**config.mk**
```make
export PLATFORM = sky130hd
export DESIGN_NAME = multicycle_ctrl
export DESIGN_NICKNAME = d
export VERILOG_FILES = /design/src/rtl/mips_pkg.sv /design/src/rtl/multicycle_ctrl_mem_wait_timer.sv /design/src/rtl/multicycle_ctrl.sv
export SDC_FILE = /design/constraint.sdc
export NUM_CORES = 1
export LEC_CHECK = 0
export ABC_CLOCK_PERIOD_IN_PS = 4000
export BUFFER_PORTS_ARGS = -buffer_cell sky130_fd_sc_hd__buf_2
export CAP_MARGIN = 20
export CORE_MARGIN = 2
export CORE_UTILIZATION = 35
export CTS_CLUSTER_SIZE = 16
export DETAILED_ROUTE_END_ITERATION = 8
export SETUP_SLACK_MARGIN = 0.4
export SLEW_MARGIN = 20
export SYNTH_ARGS = -nofsm -noshare
export SYNTH_HDL_FRONTEND = slang
export SYNTH_HIERARCHICAL = 1
export SYNTH_SLANG_ARGS = --single-unit
```
**constraint.sdc**
```tcl
create_clock -name clk -period 4 [get_ports clk]
set_input_delay 1 -clock clk [delete_from_list [all_inputs] [get_ports clk]]
set_output_delay 1 -clock clk [all_outputs]
set_load 0.01 [all_outputs]
```
**src/rtl/mips_pkg.sv**
```systemverilog
// ---------------------------------------------------------------------------
// mips_pkg
// Shared definitions for the multicycle MIPS-subset control path.
//   - opcode values of the supported instruction subset (IR[31:26])
//   - 3-bit ALU class codes driven on `uc` to the ALU decoder
//   - controller state encoding (also visible on state_o for debug)
//   - small decode helpers used by the controller
// ---------------------------------------------------------------------------
package mips_pkg;

    // Opcodes of the supported subset
    localparam logic [5:0] OP_RTYPE = 6'b000000;
    localparam logic [5:0] OP_LW    = 6'b100011;
    localparam logic [5:0] OP_SW    = 6'b101011;
    localparam logic [5:0] OP_BEQ   = 6'b000100;
    localparam logic [5:0] OP_J     = 6'b000010;
    localparam logic [5:0] OP_ADDI  = 6'b001000;
    localparam logic [5:0] OP_ANDI  = 6'b001100;
    localparam logic [5:0] OP_ORI   = 6'b001101;
    localparam logic [5:0] OP_SLTI  = 6'b001010;

    // ALU class codes; UC_RTYPE defers to the funct field
    localparam logic [2:0] UC_ADD   = 3'b000;
    localparam logic [2:0] UC_SUB   = 3'b001;
    localparam logic [2:0] UC_SLT   = 3'b010;
    localparam logic [2:0] UC_AND   = 3'b101;
    localparam logic [2:0] UC_OR    = 3'b110;
    localparam logic [2:0] UC_RTYPE = 3'b111;

    typedef enum logic [3:0] {
        ST_IDLE     = 4'd0,
        ST_FETCH    = 4'd1,
        ST_DECODE   = 4'd2,
        ST_R_EXEC   = 4'd3,
        ST_R_WB     = 4'd4,
        ST_I_EXEC   = 4'd5,
        ST_I_WB     = 4'd6,
        ST_MEM_ADDR = 4'd7,
        ST_MEM_RD   = 4'd8,
        ST_MEM_WB   = 4'd9,
        ST_MEM_WR   = 4'd10,
        ST_BRANCH   = 4'd11,
        ST_JUMP     = 4'd12,
        ST_TRAP     = 4'd13
    } state_t;

    // States that hold a memory request open until mem_ready
    function automatic logic is_mem_state(input state_t s);
        return (s == ST_FETCH) || (s == ST_MEM_RD) || (s == ST_MEM_WR);
    endfunction

    // ALU class for the immediate arithmetic/logic instructions
    function automatic logic [2:0] imm_uc(input logic [5:0] op);
        case (op)
            OP_ANDI: return UC_AND;
            OP_ORI:  return UC_OR;
            OP_SLTI: return UC_SLT;
            default: return UC_ADD;
        endcase
    endfunction

    function automatic logic is_legal_op(input logic [5:0] op);
        case (op)
            OP_RTYPE, OP_LW, OP_SW, OP_BEQ, OP_J,
            OP_ADDI, OP_ANDI, OP_ORI, OP_SLTI: return 1'b1;
            default:                           return 1'b0;
        endcase
    endfunction

endpackage

```
**src/rtl/multicycle_ctrl_mem_wait_timer.sv**
```systemverilog
// ---------------------------------------------------------------------------
// mem_wait_timer
// Counts cycles spent waiting on memory and flags the cycle in which the
// wait budget is used up.
//   clk, rst_n   clock, asynchronous active-low reset
//   i_clr        restart the count (entry to a memory state)
//   i_inc        one more cycle waited (memory state, mem_ready low)
//   o_expired    this waiting cycle is the MEM_TIMEOUT-th one
// Parameters: MEM_TIMEOUT (0 = never expire), TO_W (2^TO_W > MEM_TIMEOUT).
// ---------------------------------------------------------------------------
module mem_wait_timer #(
    parameter int MEM_TIMEOUT = 255,
    parameter int TO_W        = 8
) (
    input  logic clk,
    input  logic rst_n,
    input  logic i_clr,
    input  logic i_inc,
    output logic o_expired
);

    localparam logic             LP_ENABLED = (MEM_TIMEOUT != 0);
    localparam logic [TO_W-1:0]  LP_LAST    = TO_W'((MEM_TIMEOUT > 0) ? (MEM_TIMEOUT - 1) : 0);
    localparam logic [TO_W-1:0]  LP_MAX     = '1;

    logic [TO_W-1:0] r_count;

    // Expiry is flagged in the waiting cycle that brings the count to
    // MEM_TIMEOUT, so the controller aborts on that same clock edge.
    assign o_expired = LP_ENABLED && i_inc && (r_count == LP_LAST);

    // Saturate so a disabled timeout cannot wrap into a false expiry
    always_ff @(posedge clk or negedge rst_n) begin
        if (!rst_n) begin
            r_count <= '0;
        end else if (i_clr) begin
            r_count <= '0;
        end else if (i_inc && (r_count != LP_MAX)) begin
            r_count <= r_count + TO_W'(1);
        end
    end

endmodule

```
**src/rtl/multicycle_ctrl.sv**
```systemverilog
// ---------------------------------------------------------------------------
// multicycle_ctrl
// Control FSM for the multicycle MIPS-subset datapath: fetch, decode,
// execute, memory and writeback, with a memory request/ready handshake and
// a memory wait timeout.
//
// Ports
//   clk, rst_n       clock (rising edge), asynchronous active-low reset
//   en               run enable, only looked at on instruction boundaries
//   opcode           IR[31:26]
//   zero             ALU zero flag (beq)
//   mem_ready        memory completes the current access this cycle
//   mem_req, iord    memory request and address select (0 PC, 1 ALUOut)
//   mem_write        store strobe, valid with mem_req
//   ir_write, pc_write, pc_source   IR/PC update controls
//   alu_src_a, alu_src_b, uc        ALU operand selects and ALU class
//   reg_dst, mem_to_reg, reg_write  register file write controls
//   instr_done       one-cycle pulse when an instruction retires
//   mem_err          sticky memory timeout flag (cleared by reset only)
//   state_o          current state, for debug
//   illegal          sticky illegal-opcode flag (trap build only)
//
// Build option MULTICYCLE_CTRL_ILLEGAL_TRAP_EN: unknown opcodes enter a
// TRAP state that holds until reset and raise `illegal`. When undefined,
// unknown opcodes retire from DECODE as a NOP.
//
// Memory handshake: mem_req is the valid, mem_ready the ready. An access
// completes in the cycle both are high; until then mem_req, iord and
// mem_write stay constant. mem_ready without mem_req is ignored.
// ---------------------------------------------------------------------------
module multicycle_ctrl
    import mips_pkg::*;
#(
    parameter int MEM_TIMEOUT = 255,
    parameter int TO_W        = 8
) (
    input  logic       clk,
    input  logic       rst_n,
    input  logic       en,
    input  logic [5:0] opcode,
    input  logic       zero,
    input  logic       mem_ready,
    output logic       mem_req,
    output logic       iord,
    output logic       mem_write,
    output logic       ir_write,
    output logic       pc_write,
    output logic [1:0] pc_source,
    output logic       alu_src_a,
    output logic [1:0] alu_src_b,
    output logic [2:0] uc,
    output logic       reg_dst,
    output logic       mem_to_reg,
    output logic       reg_write,
    output logic       instr_done,
    output logic       mem_err,
`ifdef MULTICYCLE_CTRL_ILLEGAL_TRAP_EN
    output logic       illegal,
`endif
    output logic [3:0] state_o
);

    state_t r_state;
    state_t w_next_state;
    state_t w_retire_state;
    logic   r_mem_err;
    logic   w_tmr_clr;
    logic   w_tmr_inc;
    logic   w_expired;

    // ---------------- wait timer ----------------
    assign w_tmr_inc = is_mem_state(r_state) && !mem_ready;
    assign w_tmr_clr = (w_next_state != r_state) && is_mem_state(w_next_state);

    mem_wait_timer #(
        .MEM_TIMEOUT (MEM_TIMEOUT),
        .TO_W        (TO_W)
    ) u_mem_wait_timer (
        .clk       (clk),
        .rst_n     (rst_n),
        .i_clr     (w_tmr_clr),
        .i_inc     (w_tmr_inc),
        .o_expired (w_expired)
    );

    // ---------------- state register ----------------
    always_ff @(posedge clk or negedge rst_n) begin
        if (!rst_n) begin
            r_state <= ST_IDLE;
        end else begin
            r_state <= w_next_state;
        end
    end

    always_ff @(posedge clk or negedge rst_n) begin
        if (!rst_n) begin
            r_mem_err <= 1'b0;
        end else if (w_expired) begin
            r_mem_err <= 1'b1;
        end
    end

`ifdef MULTICYCLE_CTRL_ILLEGAL_TRAP_EN
    logic r_illegal;

    // Raised on the edge that enters TRAP so it lines up with state_o
    always_ff @(posedge clk or negedge rst_n) begin
        if (!rst_n) begin
            r_illegal <= 1'b0;
        end else if (w_next_state == ST_TRAP) begin
            r_illegal <= 1'b1;
        end
    end

    assign illegal = r_illegal;
`endif

    assign mem_err = r_mem_err;
    assign state_o = r_state;

    // ---------------- next-state logic ----------------
    always_comb begin
        // en is only consulted here, on the instruction boundary
        w_retire_state = en ? ST_FETCH : ST_IDLE;
        w_next_state   = r_state;
        case (r_state)
            ST_IDLE:     w_next_state = en ? ST_FETCH : ST_IDLE;
            ST_FETCH: begin
                if (w_expired)      w_next_state = ST_IDLE;
                else if (mem_ready) w_next_state = ST_DECODE;
            end
            ST_DECODE: begin
                case (opcode)
                    OP_RTYPE:                          w_next_state = ST_R_EXEC;
                    OP_LW, OP_SW:                      w_next_state = ST_MEM_ADDR;
                    OP_BEQ:                            w_next_state = ST_BRANCH;
                    OP_J:                              w_next_state = ST_JUMP;
                    OP_ADDI, OP_ANDI, OP_ORI, OP_SLTI: w_next_state = ST_I_EXEC;
`ifdef MULTICYCLE_CTRL_ILLEGAL_TRAP_EN
                    default:                           w_next_state = ST_TRAP;
`else
                    default:                           w_next_state = w_retire_state;
`endif
                endcase
            end
            ST_R_EXEC:   w_next_state = ST_R_WB;
            ST_I_EXEC:   w_next_state = ST_I_WB;
            ST_MEM_ADDR: w_next_state = (opcode == OP_SW) ? ST_MEM_WR : ST_MEM_RD;
            ST_MEM_RD: begin
                if (w_expired)      w_next_state = ST_IDLE;
                else if (mem_ready) w_next_state = ST_MEM_WB;
            end
            ST_MEM_WR: begin
                if (w_expired)      w_next_state = ST_IDLE;
                else if (mem_ready) w_next_state = w_retire_state;
            end
            ST_R_WB, ST_I_WB, ST_MEM_WB,
            ST_BRANCH, ST_JUMP:  w_next_state = w_retire_state;
`ifdef MULTICYCLE_CTRL_ILLEGAL_TRAP_EN
            ST_TRAP:     w_next_state = ST_TRAP;
`endif
            default:     w_next_state = ST_IDLE;
        endcase
    end

    // ---------------- output logic ----------------
    always_comb begin
        mem_req    = 1'b0;
        iord       = 1'b0;
        mem_write  = 1'b0;
        ir_write   = 1'b0;
        pc_write   = 1'b0;
        pc_source  = 2'b00;
        alu_src_a  = 1'b0;
        alu_src_b  = 2'b00;
        uc         = UC_ADD;
        reg_dst    = 1'b0;
        mem_to_reg = 1'b0;
        reg_write  = 1'b0;
        instr_done = 1'b0;
        case (r_state)
            ST_FETCH: begin
                mem_req   = 1'b1;
                alu_src_b = 2'b01;
                // PC+4 and IR commit only when the fetch completes
                ir_write  = mem_ready;
                pc_write  = mem_ready;
            end
            ST_DECODE: begin
                alu_src_b = 2'b11;
`ifndef MULTICYCLE_CTRL_ILLEGAL_TRAP_EN
                instr_done = !is_legal_op(opcode);
`endif
            end
            ST_R_EXEC: begin
                alu_src_a = 1'b1;
                uc        = UC_RTYPE;
            end
            ST_R_WB: begin
                reg_dst    = 1'b1;
                reg_write  = 1'b1;
                instr_done = 1'b1;
            end
            ST_I_EXEC: begin
                alu_src_a = 1'b1;
                alu_src_b = 2'b10;
                uc        = imm_uc(opcode);
            end
            ST_I_WB: begin
                reg_write  = 1'b1;
                instr_done = 1'b1;
            end
            ST_MEM_ADDR: begin
                alu_src_a = 1'b1;
                alu_src_b = 2'b10;
            end
            ST_MEM_RD: begin
                mem_req = 1'b1;
                iord    = 1'b1;
            end
            ST_MEM_WB: begin
                mem_to_reg = 1'b1;
                reg_write  = 1'b1;
                instr_done = 1'b1;
            end
            ST_MEM_WR: begin
                mem_req    = 1'b1;
                mem_write  = 1'b1;
                iord       = 1'b1;
                instr_done = mem_ready;
            end
            ST_BRANCH: begin
                alu_src_a  = 1'b1;
                uc         = UC_SUB;
                pc_source  = 2'b01;
                pc_write   = zero;
                instr_done = 1'b1;
            end
            ST_JUMP: begin
                pc_source  = 2'b10;
                pc_write   = 1'b1;
                instr_done = 1'b1;
            end
            default: begin
            end
        endcase
    end

endmodule

```
==> results.md, run 1 <==
* Most used DFF post-synth: dfrtp_1
* Most frequent cells in the layout: 32 x buf_2, 15 x nor2_1, 13 x dfrtp_1
* Critical Path RT at 4.17 ns
* Area of the mapped netlist at 1280 sq um
* H-tree levels at 1
* Area Growth Syn to Fin at 17.5%
* Final GP Congestion at 0.839
* Avg Inst Size Synth at 8.04 sq um
* Layout cells sized above 1 at 26.8%
* Clk_lat worst skew at 0.28 ns
* Vias in the first global route at 1213
* Top cells by area, synth: dfrtp_1 25%, nand2b_1 4.4%, nor2_1 4.4%
* Syn Nets at 172
* Critical Path Source Type: flip-flop
* Slew of the pin with the lowest slew margin at 0.491 ns
* Grt ovf at 0
* Pwr/cell area at 527 nW/um^2
* Fin util at 44.0%
* Post-synthesis xor/xnor area fraction at 0.685%
* Worst Hold Path Cells at 1
* WL/cell at 13.2 um
* Die height at 64.4 um
* Root buf cell: clkbuf_4
* Worst Hold Launch: mem_err
* Routed wire length at 3.13 mm
* Synth unique cells at 50
* Post-Synthesis Cells at 159
* WS Path Type: reg -> reg
* DRC at 0
* Commonest non-fill, non-tap cell in the layout: buf_2
* CP delay by family, top: simple AND/OR/NAND/NOR gates
* Total GRT Usage at 16.4%
* Total core area at 3420 sq um
* Bufs on Longest Clock Path at 2
* Power, Total at 0.791 mW
* Final HPWL DP at 2.36 mm
* Vias/cell at 5.35
* Synth warn at 6
* MaxCap Viol Count at 0
* # IOs at 33
* Largest net degree at the start of global routing at 22
* Setup bufs post-CTS at 0
* CP max FO at 12
* Final hold vios at 0
* Nets at 204
* CTS tree: built
* DIE WIDTH at 64.4 um
* Worst path slowest cell: or3b_4
* Dpl cell area at 1480 sq um
* Worst Setup End Kind: flip-flop
* Hold slack at 0.473 ns
* Worst slew margin at 67.3%
* Area share of fa/ha/maj cells after synthesis at 1.96%
* RSZ-0062 raised after global routing: no
* FFs w/ async S/R, synth at 100%
* Register area share after synthesis at 25.4%
* Full die area at 4150 sq um
* CTS Hold Bufs at 0
* Number of buffers added on ports at 32
* R2r startpoint: state_o[3]
* Setup_tns at 0 ns
* Post-route design area at 1500 sq um
* CP arrival at 3.35 ns
* Initial antenna violation count at 0
* Via count at 1263
* Crit path cell chain: or3b_4 > a21oi_1 > and2_1 > and3_1 > and3_1 > nor2_1 > a222oi_1 > o311ai_1 > mux2i_1 > and3_2 > nor2_1 > mux2_1
* Drt first pass iters at 4
* Clk slew on worst S/H paths at 0.07 ns
* Total CTS buffers at 3
* Post-synth top area cell: dfrtp_1
* CP bufs+invs at 0
* Clock Skew at 0.00101 ns
* Synth Register Bits at 13
* Leak at 0.701 nW
* Hold Crit Class: reg -> reg
* Mux share of post-synthesis cell area at 5.19%
* Number of synthesized flops with an enable pin at 0
* Detail Route Antenna Nets at 0
* Reg-to-reg endpoint: u_mem_wait_timer/r_count[1]
* Largest family of logic cells by synthesized area: simple AND/OR/NAND/NOR gates
* WP depth at 12
* Reg2Reg Depth at 12
* Fmax at 315 MHz
* Post-synthesis compound-gate area fraction at 24.3%
* R2R setup slack at 0.82 ns
* Initial core utilization at 37.4%
* Post-synthesis simple-gate area fraction at 36.1%
* Outcome: complete, no violations
* Final period util at 79.5%
* Post-layout min period at 3.18 ns
* Final Setup Violations at 0
* # resized after CTS at 0
* Initial DRC count at 100
* Hold EP: mem_err
* Ant diodes at 0
* Share of the synthesized area in the top cell type at 25.4%
* First-pass GRT wire length at 5.51 mm
* Slew Limit Fails at 0
* Std cell rows at 21
* Num Clock Sinks at 13
* VDD IR max at 0.231 mV
* Critical path's largest stage delay at 0.42 ns
[layout make-up]
class                   instances  area (sq um)
fillers                       368          1910
clock buffers                   4          26.3
inverters                      10          37.5
repair buffers                 35           183
multi-input cells             128           873
well taps                      46          57.6
flip-flops and latches         13           325
[flip-flops by register name, indices dropped and copies added, names as in the netlist]
register                  flops
mem_err                       1
state_o                       4
u_mem_wait_timer/r_count      8
[power by group]
part | leakage, nW | switching [mW] | internal, mW
Sequential | 0.177 | 0.0374 | 0.156
Combinational | 0.509 | 0.299 | 0.218
Clock | 0.0150 | 0.0422 | 0.0388
[cells in the mapped netlist, types with 2 or more instances]
cell	n
o22ai_1	2
nor3_1	9
clkbuf_1	3
a211oi_1	4
and2_1	2
a21oi_1	11
nor2_1	15
a31oi_1	3
mux2_1	4
inv_1	10
o21ai_0	10
nor4_1	2
nor2b_1	8
and3_1	3
dfrtp_1	13
ha_1	2
buf_2	2
nand4b_1	3
nand3_1	4
nand3b_1	3
nand2b_1	9
nand2_1	8
or3_1	2
[through the flow]
step	setup slack, ns	cells
2_1_floorplan	0.620	159
3_3_place_gp	0.637	232
3_5_place_dp	0.496	232
4_1_cts	0.672	236
5_1_grt	0.570	236
6_report	0.821	236
[how the worst max path moves through the flow]
| stage | start | slack, ns | to |
|---|---|---|---|
| 4_1_cts | state_o[3] | 0.67 | u_mem_wait_timer/r_count[1] |
| 3_5_place_dp | mem_ready | 0.50 | u_mem_wait_timer/r_count[1] |
| 2_1_floorplan | state_o[1] | 0.62 | u_mem_wait_timer/r_count[0] |
| 5_1_grt | state_o[0] | 0.57 | u_mem_wait_timer/r_count[0] |
| 6_report | state_o[3] | 0.82 | u_mem_wait_timer/r_count[1] |
| 3_3_place_gp | mem_ready | 0.64 | u_mem_wait_timer/r_count[0] |
[routing by layer]
| metal | wire, um | GRT usage (%) | vias up |
|---|---|---|---|
| met3 | 147 | 3.65 | 3 |
| met2 | 1440 | 26.7 | 29 |
| met4 | 19 | 3.72 | 0 |
| li1 | - | - | 643 |
| met1 | 1520 | 22.2 | 588 |
| met5 | 0 | 0 | - |
[logic make-up (layout without fill, tap and decap cells)]
kind of cell	count (synthesis)	in the layout
AO/OA/AOI/OAI	41	41
XOR/XNOR	1	1
adder cells (fa/ha/maj)	2	2
buffers and inverters	18	49
flip-flops	13	13
multiplexers	6	6
AND/OR/NAND/NOR	78	78
No activity file was read; power rests on OpenSTA's default activity.
==> run 2: changes to the inputs <==
--- a/config.mk
+++ b/config.mk
@@ -5,7 +5,7 @@
 export SDC_FILE = /design/constraint.sdc
 export NUM_CORES = 1
 export LEC_CHECK = 0
-export ABC_CLOCK_PERIOD_IN_PS = 4000
+export ABC_CLOCK_PERIOD_IN_PS = 2650
 export BUFFER_PORTS_ARGS = -buffer_cell sky130_fd_sc_hd__buf_2
 export CAP_MARGIN = 20
 export CORE_MARGIN = 2
==> constraint.sdc (replaced) <==
create_clock -name clk -period 2.65 [get_ports clk]
set_input_delay 0.6625 -clock clk [delete_from_list [all_inputs] [get_ports clk]]
set_output_delay 0.6625 -clock clk [all_outputs]
set_load 0.01 [all_outputs]
==> run 2 against run 1 <==
Final area increased by 32%; wire length is 30% higher; cell count grew 16%; die area did not move; first-iteration DRC count down 30%; combinational power grew to 2.6 times the previous value; the run now ends with setup timing left; hold slack got worse by 0.22 ns; via count rose by 18%; setup slack got worse by 1.2 ns; power grew 120%; critical path depth did not move; critical path type unchanged; critical endpoint is now u_mem_wait_timer/r_count[5]; clock power up 51%.
==> results.md, run 2 (synthesis results as in run 1) <==
* Critical Path RT at 2.81 ns
* Total CTS buffers at 3
* Post-Place Worst Slack at -0.264 ns
* Hold Crit Class: in -> async
* Drt first pass iters at 4
* P_int at 1.01 mW
* Via count at 1485
* Detail Route Antenna Nets at 0
* Final std cells w/o fill at 274
* Largest net degree at the start of global routing at 21
* Slew of the pin with the lowest slew margin at 0.465 ns
* Layout cells sized above 1 at 48.7%
* CP arrival at 3.22 ns
* RSZ-0062 raised after global routing: yes
* Final HPWL DP at 2.48 mm
* DRC at 0
* Final GP Congestion at 0.891
* Initial antenna violation count at 0
* Num Clock Sinks at 13
* Sw power at 0.743 mW
* Fill count at 297
* CTS tree: built
* Combinational Power Share at 76.9%
* Root buf cell: clkbuf_4
* CP max FO at 5
* Slew Limit Fails at 0
* Critical Path Source Type: flip-flop
* Total core area at 3420 sq um
* Grt ovf at 0
* Outcome: finished with violations
* Sequential share of power at 16.2%
* Ant diodes at 0
* First-pass GRT wire length at 5.87 mm
* Number of buffers added on ports at 32
* Std cell rows at 21
* DIE WIDTH at 64.4 um
* Initial DRC count at 70
* Vias in the first global route at 1293
* Initial core utilization at 37.4%
* H-tree levels at 1
* Reg2Reg Depth at 12
* Fmax at 327 MHz
* Final Setup Violations at 9
* Total GRT Usage at 17.9%
* Failing checks: setup timing
* Clock Skew at 0.00222 ns
* Vias/cell at 5.42
* WL/cell at 14.8 um
* Clk_lat worst skew at 0.27 ns
* Final period util at 115%
* MaxCap Viol Count at 0
* Full die area at 4150 sq um
* Most frequent cells in the layout: 33 x buf_2, 24 x buf_4, 13 x nor2_1, 13 x buf_6, 11 x dfrtp_1
* DP Cell Count at 249
* Clock network power share at 7.0%
* Worst slew margin at 68.7%
* Die height at 64.4 um
* Commonest non-fill, non-tap cell in the layout: buf_2
* Worst Setup End Kind: flip-flop
* Clk slew on worst S/H paths at 0.08 ns
* Largest Register: u_mem_wait_timer/r_count
* # IOs at 33
* CTS Hold Bufs at 0
* Register Area at 328 sq um
* Max reg flops at 8
* Nets at 242
* Bufs on Longest Clock Path at 2
* Switching portion of total power at 42.3%
* Area Growth Syn to Fin at 55.4%
* Final hold vios at 0
* Multi-input gate area at 997 sq um
* WS Path Type: reg -> reg
* Leak at 0.932 nW
* Hold slack at 0.258 ns
* Post-layout min period at 3.06 ns
* Routed wire length at 4.06 mm
* Pwr/cell area at 884 nW/um^2
* Final setup margin at -0.408 ns
* VDD IR max at 0.310 mV
## run 2: cell types whose count changed in the layout (fill, tap and decap cells not counted), moves of 4 or more
| cell | before | now |
|---|---|---|
| buf_4 | 3 | 24 |
| mux2_4 | 0 | 4 |
| buf_6 | 0 | 13 |
| and3_4 | 0 | 4 |
| mux2_1 | 4 | 0 |
## run 2: power by group through the flow
stage / Sequential, mW / Clock [mW] / Combinational [mW]
2_1_floorplan: 0.289 / 0 / 0.619
3_3_place_gp: 0.279 / 0 / 0.896
3_5_place_dp: 0.282 / 0 / 0.909
4_1_cts: 0.283 / 0.125 / 1.09
5_1_grt: 0.290 / 0.141 / 1.45
6_report: 0.284 / 0.122 / 1.35
## run 2: final timing paths
path	from	endpoint	slack, ns
worst max-delay path	state_o[3]	u_mem_wait_timer/r_count[5]	-0.41
worst min-delay path	rst_n	mem_err	0.26
worst max register to register	state_o[3]	u_mem_wait_timer/r_count[5]	-0.41
worst min register to register	mem_err	mem_err	0.46
max in group asynchronous	rst_n	state_o[2]	2.15
min in group clk	mem_err	mem_err	0.46
## run 2: stage by stage
stage          util, %  total power, mW  TNS (ns)  area [sq um]
6_report          58.2             1.76     -3.17          1990
5_1_grt           58.2             1.88     -3.77          1990
4_1_cts           52.8             1.49     -1.02          1800
3_5_place_dp      47.4             1.19     -1.51          1620
3_3_place_gp      47.4             1.18    -0.772          1620
2_1_floorplan        -            0.908     -1.76          1300
## run 2: area by class of cell
class                           count  area share [%]
Multi-Input combinational cell    129            50.2
Timing Repair Buffer               72            27.0
Sequential cell                    13            16.5
Tap cell                           46            2.90
Inverter                           10            2.08
Clock buffer                        4            1.32
## run 2: routing by layer
layer	share of wire, %	up-vias	GRT usage (%)
met3	3.3	4	3.99
met5	0	-	0
met1	46	726	24.0
met2	49	33	29.8
li1	-	722	-
met4	0.91	0	3.46
## run 2: timing repair
item / in CTS / in global routing
resized for setup: 18 / 26
cloned: 1 / 2
pin swaps: 5 / 4
setup buffers: 11 / 7
setup endpoints to repair: 15 / 16
## run 2: worst max-delay path, cell delays in order, from the launching register on
cell	delay (ns)
dfrtp_1	0.39
or3b_4	0.43
a21oi_4	0.15
and2_4	0.16
and3_4	0.19
and3_4	0.20
nor2_4	0.05
a222oi_1	0.34
o311ai_1	0.21
mux2i_1	0.25
and3_4	0.25
nor2b_1	0.06
mux2_4	0.27
